--- src/rtl/gate_test_sequencer.sv ---
// Self-test sequencer for a WIDTH-bit inverter: drives vectors, waits SETTLE cycles, checks ~gate_in.
// Build option: define GATE_SEQ_STOP_ON_FAIL_EN to end a run at the first mismatch.
module gate_test_sequencer #(
  parameter int WIDTH  = 1,
  parameter int SETTLE = 2,
  parameter int CNT_W  = 8
) (
  input  logic             clk_i,
  input  logic             rst_i,
  input  logic             start_i,
  input  logic [CNT_W-1:0] num_vec_i,
  output logic [WIDTH-1:0] gate_in_o,
  input  logic [WIDTH-1:0] gate_out_i,
  output logic             busy_o,
  output logic             done_o,
  output logic [CNT_W-1:0] err_cnt_o,
  output logic             fail_o
);

  localparam int WAIT_W = (SETTLE > 1) ? $clog2(SETTLE) : 1;
  localparam logic [WAIT_W-1:0] WAIT_LAST = WAIT_W'(SETTLE - 1);

  typedef enum logic [2:0] {
    S_IDLE   = 3'd0,
    S_DRIVE  = 3'd1,
    S_SETTLE = 3'd2,
    S_SAMPLE = 3'd3,
    S_DONE   = 3'd4
  } state_t;

  state_t             state_q, state_d;
  logic [WIDTH-1:0]   gate_in_q, gate_in_d;
  logic [CNT_W-1:0]   idx_q, idx_d;
  logic [CNT_W-1:0]   cnt_q, cnt_d;
  logic [CNT_W-1:0]   err_q, err_d;
  logic               fail_q, fail_d;
  logic [WAIT_W-1:0]  wait_q, wait_d;
  logic               busy_q, busy_d;
  logic               done_q, done_d;
  logic               mismatch_s;
  logic [CNT_W-1:0]   idx_inc_s;

  function automatic logic vec_mismatch(input logic [WIDTH-1:0] drv,
                                        input logic [WIDTH-1:0] obs);
    return (obs != ~drv);
  endfunction

  // State and datapath registers
  always_ff @(posedge clk_i or posedge rst_i) begin
    if (rst_i) begin
      state_q   <= S_IDLE;
      gate_in_q <= {WIDTH{1'b0}};
      idx_q     <= {CNT_W{1'b0}};
      cnt_q     <= {CNT_W{1'b0}};
      err_q     <= {CNT_W{1'b0}};
      fail_q    <= 1'b0;
      wait_q    <= {WAIT_W{1'b0}};
      busy_q    <= 1'b0;
      done_q    <= 1'b0;
    end else begin
      state_q   <= state_d;
      gate_in_q <= gate_in_d;
      idx_q     <= idx_d;
      cnt_q     <= cnt_d;
      err_q     <= err_d;
      fail_q    <= fail_d;
      wait_q    <= wait_d;
      busy_q    <= busy_d;
      done_q    <= done_d;
    end
  end

  // Next-state and datapath update
  always_comb begin
    state_d    = state_q;
    gate_in_d  = gate_in_q;
    idx_d      = idx_q;
    cnt_d      = cnt_q;
    err_d      = err_q;
    fail_d     = fail_q;
    wait_d     = wait_q;
    mismatch_s = vec_mismatch(gate_in_q, gate_out_i);
    idx_inc_s  = idx_q + {{(CNT_W-1){1'b0}}, 1'b1};

    case (state_q)
      S_IDLE: begin
        if (start_i) begin
          err_d  = {CNT_W{1'b0}};
          fail_d = 1'b0;
          if (num_vec_i != {CNT_W{1'b0}}) begin
            cnt_d   = num_vec_i;
            idx_d   = {CNT_W{1'b0}};
            state_d = S_DRIVE;
          end else begin
            state_d = S_DONE;
          end
        end else begin
          state_d = S_IDLE;
        end
      end
      S_DRIVE: begin
        // Vector is the low WIDTH bits of the index, so it wraps naturally
        gate_in_d = WIDTH'(idx_q);
        wait_d    = {WAIT_W{1'b0}};
        state_d   = S_SETTLE;
      end
      S_SETTLE: begin
        if (wait_q == WAIT_LAST) begin
          state_d = S_SAMPLE;
        end else begin
          wait_d  = wait_q + {{(WAIT_W-1){1'b0}}, 1'b1};
          state_d = S_SETTLE;
        end
      end
      S_SAMPLE: begin
        if (mismatch_s) begin
          err_d  = err_q + {{(CNT_W-1){1'b0}}, 1'b1};
          fail_d = 1'b1;
        end else begin
          err_d  = err_q;
          fail_d = fail_q;
        end
        idx_d = idx_inc_s;
`ifdef GATE_SEQ_STOP_ON_FAIL_EN
        if (mismatch_s || (idx_inc_s == cnt_q)) begin
          state_d = S_DONE;
        end else begin
          state_d = S_DRIVE;
        end
`else
        if (idx_inc_s == cnt_q) begin
          state_d = S_DONE;
        end else begin
          state_d = S_DRIVE;
        end
`endif
      end
      S_DONE: begin
        gate_in_d = {WIDTH{1'b0}};
        state_d   = S_IDLE;
      end
      default: begin
        state_d = S_IDLE;
      end
    endcase

    busy_d = (state_d == S_DRIVE) || (state_d == S_SETTLE) || (state_d == S_SAMPLE);
    done_d = (state_d == S_DONE);
  end

  assign gate_in_o = gate_in_q;
  assign busy_o    = busy_q;
  assign done_o    = done_q;
  assign err_cnt_o = err_q;
  assign fail_o    = fail_q;

endmodule

--- config.mk ---
export PLATFORM = sky130hd
export DESIGN_NAME = gate_test_sequencer
export DESIGN_NICKNAME = d
export VERILOG_FILES = /design/src/rtl/gate_test_sequencer.sv
export SDC_FILE = /design/constraint.sdc
export NUM_CORES = 1
export LEC_CHECK = 0
export CAP_MARGIN = 20
export CORE_MARGIN = 8
export CORE_UTILIZATION = 53
export CTS_BUF_LIST = sky130_fd_sc_hd__clkbuf_8 sky130_fd_sc_hd__clkbuf_16
export DETAILED_ROUTE_END_ITERATION = 10
export GPL_TIMING_DRIVEN = 0
export HOLD_SLACK_MARGIN = 0.15
export PLACE_DENSITY = 0.8
export SYNTH_ARGS = -nofsm -noshare
export SYNTH_HDL_FRONTEND = slang
export SYNTH_SLANG_ARGS = --single-unit
--- constraint.sdc ---
create_clock -name clk_i -period 2.51 [get_ports clk_i]
set_input_delay 0.502 -clock clk_i [delete_from_list [all_inputs] [get_ports clk_i]]
set_output_delay 0.502 -clock clk_i [all_outputs]
set_load 0.005 [all_outputs]
==> flow_summary.json, run 1 <==
{
  "cts_tree": "yes",
  "layout_commonest_cell": "dfrtp_1",
  "place_area_mm2": 0.00198,
  "vias_per_cell": 5.61,
  "gp_congestion": 0.829,
  "drt_first_pass_iters": 4,
  "final_max_slew_viol_count": 0,
  "synth_area_leaders": "dfrtp_1 48%, mux2_4 6.3%, o21ai_0 6.3%, xnor2_1 6.3%, nand2_1 5.0%",
  "async_flop_share": 1.00,
  "critPathMaxFanout": 10,
  "root_buffer": "clkbuf_8",
  "overflow": 0,
  "hpwl_um": 2750,
  "ys_ff_latch": 32,
  "rows": 20,
  "leakagePower_nw": 0.881,
  "synthMuxAreaShare": 0.0751,
  "setup_viol": 0,
  "syn-num-nets": 179,
  "max_stage_delay_ns": 0.47,
  "n_fill_cell": 248,
  "worstSetupEndpointType": "flop",
  "clock.fmax_mhz": 467,
  "num_antenna_cells": 0,
  "post_cts_buffers": 0,
  "r2r_slack_ns": 0.47,
  "tightest_slew_ns": 0.659,
  "synth.avg_cell_area_um2": 10.1,
  "synth-simple-area-share": 0.183,
  "die_w_um": 72.1,
  "holdWs_ns": 0.476,
  "synth_edf_count": 0,
  "ir_worst_vdd_mv": 0.587,
  "numPortBuffers": 23,
  "drc": 0,
  "status": "completed",
  "cts.sinks": 32,
  "die_area_mm2": 0.00519,
  "clk_pin_slew_worst_paths_ns": 0.06,
  "slowest_stage": "clkdlybuf4s50_1",
  "max-cap-violations": 0,
  "synth_top_family_by_area": "simple AND/OR/NAND/NOR gates",
  "clk_path_buf_depth": 2,
  "die_y_um": 72.1,
  "ios": 24,
  "synth_top_area_cell": "dfrtp_1",
  "drt_iter0_markers": 112,
  "synth_compound_area_frac": 0.132,
  "antenna_found_initial": 0,
  "fin_setup_tns_ns": 0,
  "dp.cells": 233,
  "maxSlewHeadroom": 0.555,
  "route.antenna.remaining_nets": 0,
  "final_util": 0.683,
  "drt_wl_total_um": 3750,
  "routed-via-count": 1351,
  "postCtsResizedCells": 0,
  "cp.arrival_ns": 2.31,
  "fin_ws_ns": 0.369,
  "rsz0062_at_grt": "false",
  "layout_common_cells": "32 x dfrtp_1, 23 x clkdlybuf4s50_1, 22 x nand2_1",
  "grt_pass1_vias": 1358,
  "cp-start-kind": "primary input",
  "core_area_mm2": 0.00303,
  "fin_skew_ns": 0.00763,
  "ys_seq_area_frac": 0.481,
  "dp_worst_setup_slack_ns": 0.112,
  "cts_hold_buffers": 0,
  "p_per_area_mw_per_mm2": 1020,
  "timing.final.crit_period_ns": 2.14,
  "grt_pass1_wl_um": 6400,
  "clock_latency_ns": 0.29,
  "synthAdderAreaFrac": 0.0150,
  "crit_chain": "clkdlybuf4s50_1, or4b_1, buf_2, a21oi_2, buf_6, mux2_4",
  "synth_top_area_frac": 0.481,
  "grt_max_degree": 22,
  "finalInstanceArea_mm2": 0.00207,
  "h-tree-depth": 2,
  "crit_type": "primary input to flop",
  "yosys.cell_types.count": 35,
  "critPathRequiredTime_ns": 2.68,
  "syn_area_mm2": 0.00167,
  "grt_usage": 0.158,
  "nets": 210,
  "synthFlopType": "dfrtp_1",
  "area_delta_synth_final_pct": 24.2,
  "fin_crit_sh": 0.853,
  "cts_buffers": 5,
  "synth-xor-area-share": 0.0789,
  "fin_cells": 241,
  "worstHoldPathType": "flop to flop",
  "finalHoldViolCount": 0,
  "drive_gt1_frac": 0.112,
  "start_util": 0.550,
  "power_mw": 2.11,
  "detail_route.wl_per_cell_um": 15.5,
  "syn_inst": 165,
  "ys.warnings.count": 0
}
layer usage:
metal  vias to the layer above  routed length (um)  GRT usage
li1                        646                   -          -
met3                        10                 186     0.0523
met1                       658                1670      0.190
met2                        37                1790      0.251
met4                         0                  95     0.0726
met5                         -                   0          0
synthesized netlist by cell type (3+ instances only):
library cell,instances
a21oi_1,3
and3_1,3
dfrtp_1,32
inv_1,5
mux2_4,7
nand2_1,22
nand3_1,5
nor2_1,12
o21ai_0,21
o31ai_1,4
xnor2_1,12
xor2_1,3
power by group:
part / internal, mW / leakage [nW] / total (mW) / switching [mW]
registers: 0.674 / 0.411 / 0.832 / 0.158
logic: 0.459 / 0.417 / 0.881 / 0.422
clock network: 0.215 / 0.0538 / 0.396 / 0.181
cell type report:
class | instances | area [um^2] | area share
clock inverters | 2 | 7.51 | 0.00363
well taps | 44 | 55.1 | 0.0266
repair buffers | 24 | 258 | 0.125
flip-flops and latches | 32 | 801 | 0.387
multi-input cells | 122 | 806 | 0.390
inverters | 5 | 18.8 | 0.00907
clock buffers | 6 | 82.6 | 0.0399
plain buffers | 6 | 40.0 | 0.0194
flip-flops by register name, indices dropped and copies added (netlist names):
| name | count |
|---|---|
| busy_o | 1 |
| cnt_q | 8 |
| done_o | 1 |
| err_cnt_o | 8 |
| fail_o | 1 |
| gate_in_o | 1 |
| idx_q | 8 |
| state_q | 3 |
| wait_q | 1 |
worst max-delay path, delay by kind of cell:
kind                   cells  cell delay (ns)
AND/OR/NAND/NOR            1             0.44
AO/OA/AOI/OAI              1             0.19
multiplexers               1             0.31
buffers and inverters      3             0.86
worst paths after layout:
check | from | endpoint | cells past startpoint
setup / recovery | start_i | cnt_q[6] | 6
hold / removal | err_cnt_o[7] | err_cnt_o[7] | 1
setup reg to reg | idx_q[0] | busy_o | 6
hold reg to reg | err_cnt_o[7] | err_cnt_o[7] | 1
max in group asynchronous | rst_i | idx_q[2] | 3
min in group asynchronous | rst_i | err_cnt_o[5] | 2
cell families after synthesis:
logic type	Yosys count
AO/OA/AOI/OAI	37
XOR/XNOR	15
adder cells (fa/ha/maj)	2
buffers and inverters	11
flip-flops	32
multiplexers	9
AND/OR/NAND/NOR	59
(Power assumes the default switching activity.)
==> run 2: changes to the inputs <==
--- a/config.mk
+++ b/config.mk
@@ -13,6 +13,7 @@
 export GPL_TIMING_DRIVEN = 0
 export HOLD_SLACK_MARGIN = 0.15
 export PLACE_DENSITY = 0.8
+export REMOVE_ABC_BUFFERS = 1
 export SYNTH_ARGS = -nofsm -noshare
 export SYNTH_HDL_FRONTEND = slang
 export SYNTH_SLANG_ARGS = --single-unit
==> run 2 against run 1 <==
Compared with the run above: final cell count shrank 1.7%; maximum frequency shrank 1.1%; global-route usage shrank 0.35 points; clock skew grew 0.00067 ns; sequential share of layout area grew 0.16 points; worst setup slack lost 0.025 ns; via count shrank 3.3%; critical path type unchanged; highest routed layer unchanged.
==> flow_summary.json, run 2 (synthesized netlist as in run 1, its figures left out) <==
{
  "gp_congestion": 0.836,
  "rsz0062_at_grt": "false",
  "routed-via-count": 1306,
  "die_y_um": 72.1,
  "final_max_slew_viol_count": 0,
  "max_stage_delay_ns": 0.62,
  "worstHoldPathType": "flop to flop",
  "clock.fmax_mhz": 462,
  "drt_first_pass_iters": 4,
  "drt_iter0_markers": 67,
  "crit_type": "primary input to flop",
  "clock_latency_ns": 0.29,
  "cts.sinks": 32,
  "crit_chain": "clkdlybuf4s50_1, or4b_1, a21oi_4, nor2_1, o21ai_0, o41ai_1",
  "num_antenna_cells": 0,
  "slowest_stage": "or4b_1",
  "leakagePower_nw": 0.869,
  "fin_setup_tns_ns": 0,
  "cts_tree": "yes",
  "grt_pass1_wl_um": 6260,
  "drive_gt1_frac": 0.119,
  "numPortBuffers": 23,
  "crit_buf_inv": 1,
  "timing.final.crit_period_ns": 2.17,
  "root_buffer": "clkbuf_8",
  "grt_pass1_vias": 1327,
  "hpwl_um": 2740,
  "detail_route.wl_per_cell_um": 15.3,
  "start_util": 0.550,
  "setup_viol": 0,
  "die_w_um": 72.1,
  "drc": 0,
  "multi_input_area_um2": 820,
  "clk_path_buf_depth": 2,
  "holdWs_ns": 0.483,
  "ios": 24,
  "die_area_mm2": 0.00519,
  "maxSlewHeadroom": 0.501,
  "grt_usage": 0.155,
  "tightest_slew_ns": 0.738,
  "cp.arrival_ns": 2.32,
  "area_delta_synth_final_pct": 23.7,
  "critPathRequiredTime_ns": 2.67,
  "fin_skew_ns": 0.00830,
  "drt_wl_total_um": 3630,
  "fin_crit_sh": 0.863,
  "register_area_um2": 801,
  "finalHoldViolCount": 0,
  "rows": 20,
  "cts_buffers": 5,
  "layout_common_cells": "32 x dfrtp_1, 23 x clkdlybuf4s50_1, 22 x nand2_1",
  "h-tree-depth": 2,
  "p_per_area_mw_per_mm2": 1010,
  "core_area_mm2": 0.00303,
  "critPathMaxFanout": 7,
  "nets": 206,
  "fin_cells": 237,
  "grt_max_degree": 24,
  "cts_hold_buffers": 0,
  "overflow": 0,
  "status": "completed",
  "max-cap-violations": 0,
  "antenna_found_initial": 0,
  "dp.cells": 227,
  "power_mw": 2.08,
  "ir_worst_vdd_mv": 0.675,
  "layout_commonest_cell": "dfrtp_1",
  "crit_family": "simple AND/OR/NAND/NOR gates",
  "n_fill_cell": 236,
  "cp-start-kind": "primary input",
  "worstSetupEndpointType": "flop",
  "route.antenna.remaining_nets": 0,
  "vias_per_cell": 5.51,
  "clk_pin_slew_worst_paths_ns": 0.07
}
[run 2: final cells by class]
cell class / count / area share
clock inverters: 2 / 0.00486
well taps: 44 / 0.0267
flip-flops and latches: 32 / 0.389
repair buffers: 26 / 0.132
clock buffers: 6 / 0.0401
multi-input cells: 122 / 0.398
inverters: 5 / 0.00911
[run 2: report_power, final]
part	leakage, nW	total (mW)	internal [mW]	switching (mW)
combinational	0.407	0.826	0.435	0.391
sequential	0.411	0.839	0.674	0.165
clock	0.0510	0.416	0.219	0.198
total	0.869	2.08	1.33	0.754
[run 2: path summary, 6_finish.rpt]
| kind | start | to | slack, ns | depth (start not counted) |
|---|---|---|---|---|
| setup / recovery | start_i | idx_q[7] | 0.34 | 6 |
| hold / removal | err_cnt_o[7] | err_cnt_o[7] | 0.48 | 1 |
| setup reg to reg | state_q[2] | idx_q[7] | 0.48 | 5 |
| hold reg to reg | err_cnt_o[7] | err_cnt_o[7] | 0.48 | 1 |
| max in group asynchronous | rst_i | busy_o | 1.51 | 3 |
| min in group asynchronous | rst_i | idx_q[3] | 0.53 | 2 |
[run 2: repair_timing]
| action | in CTS | in global routing |
|---|---|---|
| endpoints found under the hold margin | 0 | 0 |
| setup buffers | 0 | 2 |
| gates resized for setup | 1 | 1 |
| endpoints found under the setup margin | 5 | 1 |
| gates cloned | 0 | 0 |
[run 2: layer usage]
metal	vias up	track usage	share of wire
li1	636	-	-
met1	638	0.182	0.45
met2	25	0.245	0.48
met3	7	0.0427	0.043
met4	0	0.0952	0.024
met5	-	0	0
[run 2: per-stage QoR]
step | util | instance area, um^2 | worst slack [ns]
2_1_floorplan | - | 1630 | 0.438
3_3_place_gp | 0.631 | 1910 | -0.368
3_5_place_dp | 0.640 | 1940 | -0.471
4_1_cts | 0.673 | 2040 | 0.0574
5_1_grt | 0.680 | 2060 | 0.208
6_report | 0.680 | 2060 | 0.344
[run 2: worst reg2reg max path, cell delays in order, from the launching register on]
cell and delay, ns:
dfrtp_1 0.45, or4b_1 0.72, a21oi_4 0.21, nor2_1 0.13, o21ai_0 0.25, o41ai_1 0.13
